[src/rtl/dmem_access_pkg.sv]
// dmem_access_pkg: shared types, segment default and access legality check for the data memory unit
package dmem_access_pkg;
  typedef enum logic [1:0] {
    SIZE_BYTE = 2'b00,
    SIZE_HALF = 2'b01,
    SIZE_WORD = 2'b10
  } size_e;
  typedef enum logic [2:0] {
    IDLE,
    LD_RD,
    LD_DATA,
    ST_WR,
    RMW_RD,
    RMW_DATA,
    RMW_WR,
    RESP
  } state_e;
  localparam logic [31:0] DEFAULT_SEG_START = 32'h10010000;
  function automatic logic access_error(input logic [31:0] addr, input logic [1:0] size,
                                        input logic [31:0] start, input logic [31:0] bytes);
    logic [31:0] off;
    off = addr - start;
    return (size == 2'b11) || (size == SIZE_HALF && addr[0]) ||
           (size == SIZE_WORD && addr[1:0] != 2'b00) || (off >= bytes);
  endfunction
endpackage

[src/rtl/dmem_lane_align.sv]
// dmem_lane_align: little-endian load extract/extend and sub-word store merge
module dmem_lane_align
  import dmem_access_pkg::*;
(
  input  logic [31:0] rdata_i,
  input  logic [31:0] wdata_i,
  input  size_e       size_i,
  input  logic [1:0]  lane_i,
  input  logic        unsigned_i,
  output logic [31:0] load_o,
  output logic [31:0] merge_o
);
  logic [4:0]  sh;
  logic [15:0] part;
  logic [31:0] mask;
  assign sh      = size_i == SIZE_HALF ? {lane_i[1], 4'b0000} : {lane_i, 3'b000};
  assign part    = 16'(rdata_i >> sh);
  assign mask    = (size_i == SIZE_BYTE ? 32'h0000_00FF : 32'h0000_FFFF) << sh;
  assign load_o  = size_i == SIZE_BYTE ? {{24{~unsigned_i & part[7]}}, part[7:0]} :
                   size_i == SIZE_HALF ? {{16{~unsigned_i & part[15]}}, part} : rdata_i;
  assign merge_o = size_i == SIZE_WORD ? wdata_i : (rdata_i & ~mask) | ((wdata_i << sh) & mask);
endmodule

[src/rtl/dmem_access_unit.sv]
// dmem_access_unit: load/store initiator for a word-wide synchronous data memory
module dmem_access_unit
  import dmem_access_pkg::*;
#(
  parameter logic [31:0] DATA_SEGMENT_START_ADDRESS = DEFAULT_SEG_START,
  parameter int unsigned DATA_MEMORY_WORDS          = 256
) (
  input  logic        clk,
  input  logic        rst,
  input  logic        req_valid,
  output logic        req_ready,
  input  logic        req_write,
  input  logic [1:0]  req_size,
  input  logic        req_unsigned,
  input  logic [31:0] req_address,
  input  logic [31:0] req_wdata,
  output logic        resp_valid,
  output logic [31:0] resp_rdata,
  output logic        resp_error,
  output logic        dmem_read,
  output logic        dmem_write,
  output logic [31:0] dmem_address,
  output logic [31:0] dmem_write_data,
  input  logic [31:0] dmem_read_data
);
  localparam logic [31:0] SEG_BYTES = 32'(DATA_MEMORY_WORDS * 4);
  state_e      state_q, state_d;
  size_e       size_q;
  logic        uns_q, err_q, rd_q, wr_q, valid_q;
  logic [1:0]  lane_q;
  logic [31:0] wdata_q, rdata_q, addr_q, wbuf_q;
  logic        accept, req_err;
  logic [31:0] load_data, merged;
  assign req_ready       = state_q == IDLE;
  assign accept          = req_valid && req_ready;
  assign req_err         = access_error(req_address, req_size, DATA_SEGMENT_START_ADDRESS, SEG_BYTES);
  assign resp_valid      = valid_q;
  assign resp_error      = valid_q & err_q;
  assign resp_rdata      = rdata_q;
  assign dmem_read       = rd_q;
  assign dmem_write      = wr_q;
  assign dmem_address    = addr_q;
  assign dmem_write_data = wbuf_q;
  dmem_lane_align u_align (
    .rdata_i   (dmem_read_data),
    .wdata_i   (wdata_q),
    .size_i    (size_q),
    .lane_i    (lane_q),
    .unsigned_i(uns_q),
    .load_o    (load_data),
    .merge_o   (merged)
  );
  // next state: errors skip straight to the response, sub-word stores take the read-modify-write path
  always_comb begin
    state_d = state_q;
    case (state_q)
      IDLE:     if (accept) state_d = req_err ? RESP : !req_write ? LD_RD :
                                      req_size == SIZE_WORD ? ST_WR : RMW_RD;
      LD_RD:    state_d = LD_DATA;
      LD_DATA:  state_d = RESP;
      ST_WR:    state_d = RESP;
      RMW_RD:   state_d = RMW_DATA;
      RMW_DATA: state_d = RMW_WR;
      RMW_WR:   state_d = RESP;
      default:  state_d = IDLE;
    endcase
  end
  // state register
  always_ff @(posedge clk or negedge rst) begin
    if (!rst) state_q <= IDLE;
    else      state_q <= state_d;
  end
  // registered strobes and response follow the state being entered; request fields latch on accept
  always_ff @(posedge clk or negedge rst) begin
    if (!rst) begin
      size_q  <= SIZE_BYTE;
      uns_q   <= 1'b0;
      err_q   <= 1'b0;
      lane_q  <= 2'b00;
      wdata_q <= '0;
      rdata_q <= '0;
      addr_q  <= '0;
      wbuf_q  <= '0;
      rd_q    <= 1'b0;
      wr_q    <= 1'b0;
      valid_q <= 1'b0;
    end else begin
      rd_q    <= state_d == LD_RD || state_d == RMW_RD;
      wr_q    <= state_d == ST_WR || state_d == RMW_WR;
      valid_q <= state_d == RESP;
      if (accept) begin
        size_q  <= size_e'(req_size);
        uns_q   <= req_unsigned;
        err_q   <= req_err;
        lane_q  <= req_address[1:0];
        wdata_q <= req_wdata;
        rdata_q <= '0;
        if (!req_err) addr_q <= {req_address[31:2], 2'b00};
        if (!req_err && req_write && req_size == SIZE_WORD) wbuf_q <= req_wdata;
      end
      if (state_q == LD_DATA) rdata_q <= load_data;
      if (state_q == RMW_DATA) wbuf_q <= merged;
    end
  end
endmodule

[config.mk]
export PLATFORM = sky130hd
export DESIGN_NAME = dmem_access_unit
export DESIGN_NICKNAME = d
export VERILOG_FILES = /design/src/rtl/dmem_access_pkg.sv /design/src/rtl/dmem_lane_align.sv /design/src/rtl/dmem_access_unit.sv
export SDC_FILE = /design/constraint.sdc
export NUM_CORES = 1
export LEC_CHECK = 0
export ABC_AREA = 1
export ABC_CLOCK_PERIOD_IN_PS = 1600
export BUFFER_PORTS_ARGS = -buffer_cell sky130_fd_sc_hd__buf_2
export CAP_MARGIN = 20
export CORE_ASPECT_RATIO = 0.9
export CORE_MARGIN = 5
export CORE_UTILIZATION = 25
export CTS_CLUSTER_DIAMETER = 60
export CTS_CLUSTER_SIZE = 24
export DETAILED_ROUTE_END_ITERATION = 7
export GPL_TIMING_DRIVEN = 0
export PLACE_DENSITY = 0.42
export SKIP_LAST_GASP = 1
export SYNTH_ARGS = -nofsm -noshare
export SYNTH_HDL_FRONTEND = slang
export SYNTH_SLANG_ARGS = --single-unit
[constraint.sdc]
create_clock -name clk -period 1.6 [get_ports clk]
set_clock_uncertainty 0.1 [all_clocks]
set_input_delay 0.24 -clock clk [delete_from_list [all_inputs] [get_ports clk]]
set_output_delay 0.24 -clock clk [all_outputs]
set_load 0.02 [all_outputs]
==> results summary <==
The run finished, with violations left. The final reports fail on setup timing. The count of flip-flops with a built-in enable after synthesis is 0. The via count is 7699. The area growth from synthesis to layout came out at 51.0%. The number of vias per cell after detailed routing is 4.42.

The setup total negative slack came out at -9.90 ns. The share of layout cells above drive strength 1 came out at 34.3%. Summed over its instances, the top area cell type makes up 46.9% of the synthesized netlist area. The area enclosed by the die boundary is 0.0330 mm².

The cell area after synthesis came out at 0.00737 mm². The area of the multi-input gates is 0.00366 mm². Among all stages on the critical path, the largest delay is contributed by dfrtp_2. The worst hold margin came out at 0.00576 ns. The number of failing hold endpoints at the final stage came out at 0.

The final number of max-transition violations came out at 0. By count the netlist is led by 397 x nand2_1, 138 x dfrtp_1, 107 x inv_1, 107 x o21ai_0, 69 x nor2_1. The internal portion of the total power is 11800 µW. The fill cell total of the finished layout is 3113.

The number of instances in the synthesized netlist came out at 1025. The sequential share of power came out at 25.7%. The H-tree level count is 4. Max-cap violations in this run came to 0. The total routed wirelength came out at 29100 µm. The maximum buffer depth of the clock tree is 2. Entering global routing, the biggest net connects 77 pins. After the last flow step, the layout net total stands at 1435. The clock network accounts for 18.9% of the total power. The worst setup path is captured at a register. The static power due to leakage came out at 0.00602 µW. The highest achievable clock rate came out at 544 MHz. The count of distinct cell types in the synthesized netlist came out at 32. Yosys printed 0 warnings. After clock tree synthesis, the clock-pin slew on the worst setup and hold paths is 0.07 ns. The total global routing overflow is 0.

In the final routed layout, each cell accounts on average for 16.7 µm. The first global-routing pass estimated 45500 µm of wire. For this run, the register share of the synthesized area comes to 46.9%.

The effective utilization at floorplan is 25.4%. TritonCTS created 17 clock buffers. The worst slew margin relative to its limit is 57.5%.

The x dimension of the die came out at 191 µm. The tree is rooted in a clkbuf_16. The most used flip-flop cell after synthesis is dfrtp_1.

The die extent in y came out at 173 µm. The cell with the most instances after synthesis is nand2_1. Dividing the final minimum period by the clock period gives 115%. Ranked by total cell area, the synthesized netlist is headed by dfrtp_1 47%, nand2_1 20%, o21ai_0 7.3%, inv_1 5.5%, nor2_1 3.5%. The type of the worst min-delay path is in2reg.

The TritonCTS clock tree is built. After synthesis the netlist holds a flip-flop and latch count of 138. The total global-route track usage came out at 17.6%. During I/O placement, the number of pins put on the boundary was 204. The signal on the critical path passes through clkinv_8, nand2_8, nand2_8, buf_6, nand2_2, o211ai_4, nand3_2, nand2_2, nand3_4, clkbuf_16, o21ai_2.

After layout, the worst setup slack is -0.238 ns. The half-perimeter wire length of the detailed placement result is 21800 µm. The via count of the first global-routing pass is 7952.

The DRC violations left is 0. The number of DRC markers in iteration 0 came out at 361. The per-instance average area after synthesis is 7.19 µm². The share of flip-flops with an asynchronous set or reset after synthesis came out at 100%. Input and output buffers added on the ports amount to 201.

The total area inside the core boundary comes to 0.0290 mm². The cell taking the most area after synthesis is dfrtp_1. The family with the most delay on the worst path is simple AND/OR/NAND/NOR gates. The final period demand of the worst path is 1.84 ns.

The total number of placement rows is 59. At the later pin of the worst-skew pair, clock insertion delay measures 0.43 ns. The maximum vdd drop is 0.752 mV.

The number of buffers and inverters on the critical path came out at 3. The number of search-and-repair iterations in the first detailed-routing pass is 5. In the final layout, flip-flops and latches occupy 0.00346 mm².

Summed over all nets, the switching power comes to 9990 µW. The power per cell area is 1960 mW/mm². Data on the critical path is required at its endpoint by 1.86 ns. STA classifies the critical path startpoint as a register. The count of nets left with antenna violations after detail routing is 0.

The slew at the pin with the worst max-slew slack came out at 0.638 ns. The number of endpoints failing setup at the final stage came out at 64. The setup path with the least slack is of type reg2reg.

The pre-CTS worst setup slack is -0.587 ns. The final core utilization is 38.3%. The largest stage delay on the critical path came out at 0.45 ns. The maximum fanout along the worst path is 7. The number of antenna violations at the first check in global routing is 5. The design draws 21800 µW. In this run, the combinational gates consume 55.4% of the power.

The number of sinks handled by clock tree synthesis came out at 138. The routability congestion estimate came out at 0.887. For the worst setup path, the data arrival time is 2.10 ns. Setup repair after global routing could not meet its margin everywhere. The switching share of power came out at 45.9%.
==> layout make-up <==
type | count | area share, %
antenna | 1 | 0.0225
buffer | 52 | 4.49
clock buffer | 18 | 3.95
clock inverter | 14 | 1.47
inverter | 114 | 4.14
multi-input combinational | 721 | 32.9
sequential | 138 | 31.1
tap | 396 | 4.45
timing repair buffer | 288 | 17.5
==> per-stage QoR <==
stage                     instances  area (µm²)
after floorplan                1026        7380
after detailed placement       1624        8920
after global placement         1623        8890
after CTS                      1726       10600
final                          1742       11100
after global routing           1741       11100
==> worst min-delay path, cell delays in order <==
cell and delay [ns]:
buf_2 0.10, inv_1 0.08, o21ai_1 0.08
==> registers in the layout (all words and copies together), names as in the netlist <==
name             cells
lane_q               2
size_q               2
resp_valid           1
dmem_address        30
resp_rdata          32
state_q              3
wdata_q             32
err_q                1
dmem_write_data     32
dmem_write           1
dmem_read            1
uns_q                1
==> cell families (layout without fill, tap and decap cells) <==
kind of cell    Yosys count  in the layout  share of synthesized area (%)
compound gates          183            183                           13.9
other cells               1              3                         0.0509
simple gates            536            536                           29.6
buf+inv                 167            486                           9.54
flops                   138            138                           46.9
==> per-layer routing <==
layer / vias up / GRT usage [%] / part of all wire [%]
met5: - / 0 / 0.19
met4: 10 / 4.82 / 1.6
met3: 37 / 5.16 / 7.7
met2: 235 / 27.2 / 45
met1: 3575 / 24.1 / 46
li1: 3842 / - / -
==> power by group through the flow <==
| stage | Clock, µW | Sequential [µW] | Combinational, µW |
|---|---|---|---|
| 6_report | 4130 | 5600 | 12100 |
| 5_1_grt | 4370 | 5760 | 13300 |
| 4_1_cts | 4220 | 5580 | 10900 |
| 3_5_place_dp | 0 | 5580 | 8970 |
| 3_3_place_gp | 0 | 5570 | 8940 |
| 2_1_floorplan | 0 | 6310 | 5030 |
==> layout by cell type (no fill, tap or decap), types with 3 or more instances in the layout <==
cell type / instances
buf_8: 7
nor2_2: 4
inv_6: 3
dlygate4sd3_1: 41
clkbuf_2: 8
nor2_4: 6
nor2_1: 65
nand2_4: 5
clkbuf_16: 20
a21oi_2: 8
nand4_1: 3
inv_1: 102
nand3_2: 5
buf_6: 34
o211ai_1: 16
a21oi_1: 16
o21ai_0: 46
nor3_1: 4
nand2_8: 5
buf_12: 4
buf_4: 30
clkbuf_4: 6
buf_2: 204
nand2_1: 368
nand3_1: 40
dfrtp_1: 134
o21ai_1: 42
dfrtp_2: 4
o21ai_2: 44
nand2_2: 27
inv_8: 4
clkinv_4: 4
inv_2: 7
o21ai_4: 5
==> final timing paths <==
path	cells after the start	startpoint	endpoint	slack, ns
max in group asynchronous	3	rst	resp_rdata[28]	0.28
min in group asynchronous	2	rst	dmem_address[22]	0.26
setup / recovery	11	size_q[1]	resp_rdata[21]	-0.24
hold reg to reg	2	dmem_address[16]	dmem_address[16]	0.37
hold / removal	3	req_wdata[2]	wdata_q[2]	0.006
setup reg to reg	11	size_q[1]	resp_rdata[21]	-0.24
==> what timing repair did <==
action / CTS / global route
pin swaps: 31 / 45
cloned: 6 / 4
gates resized for setup: 192 / 119
endpoints found under the hold margin: 102 / 0
buffers inserted: 23 / 12
hold buffers: 41 / 0
setup endpoints to repair: 131 / 125
(Power assumes the default switching activity.)
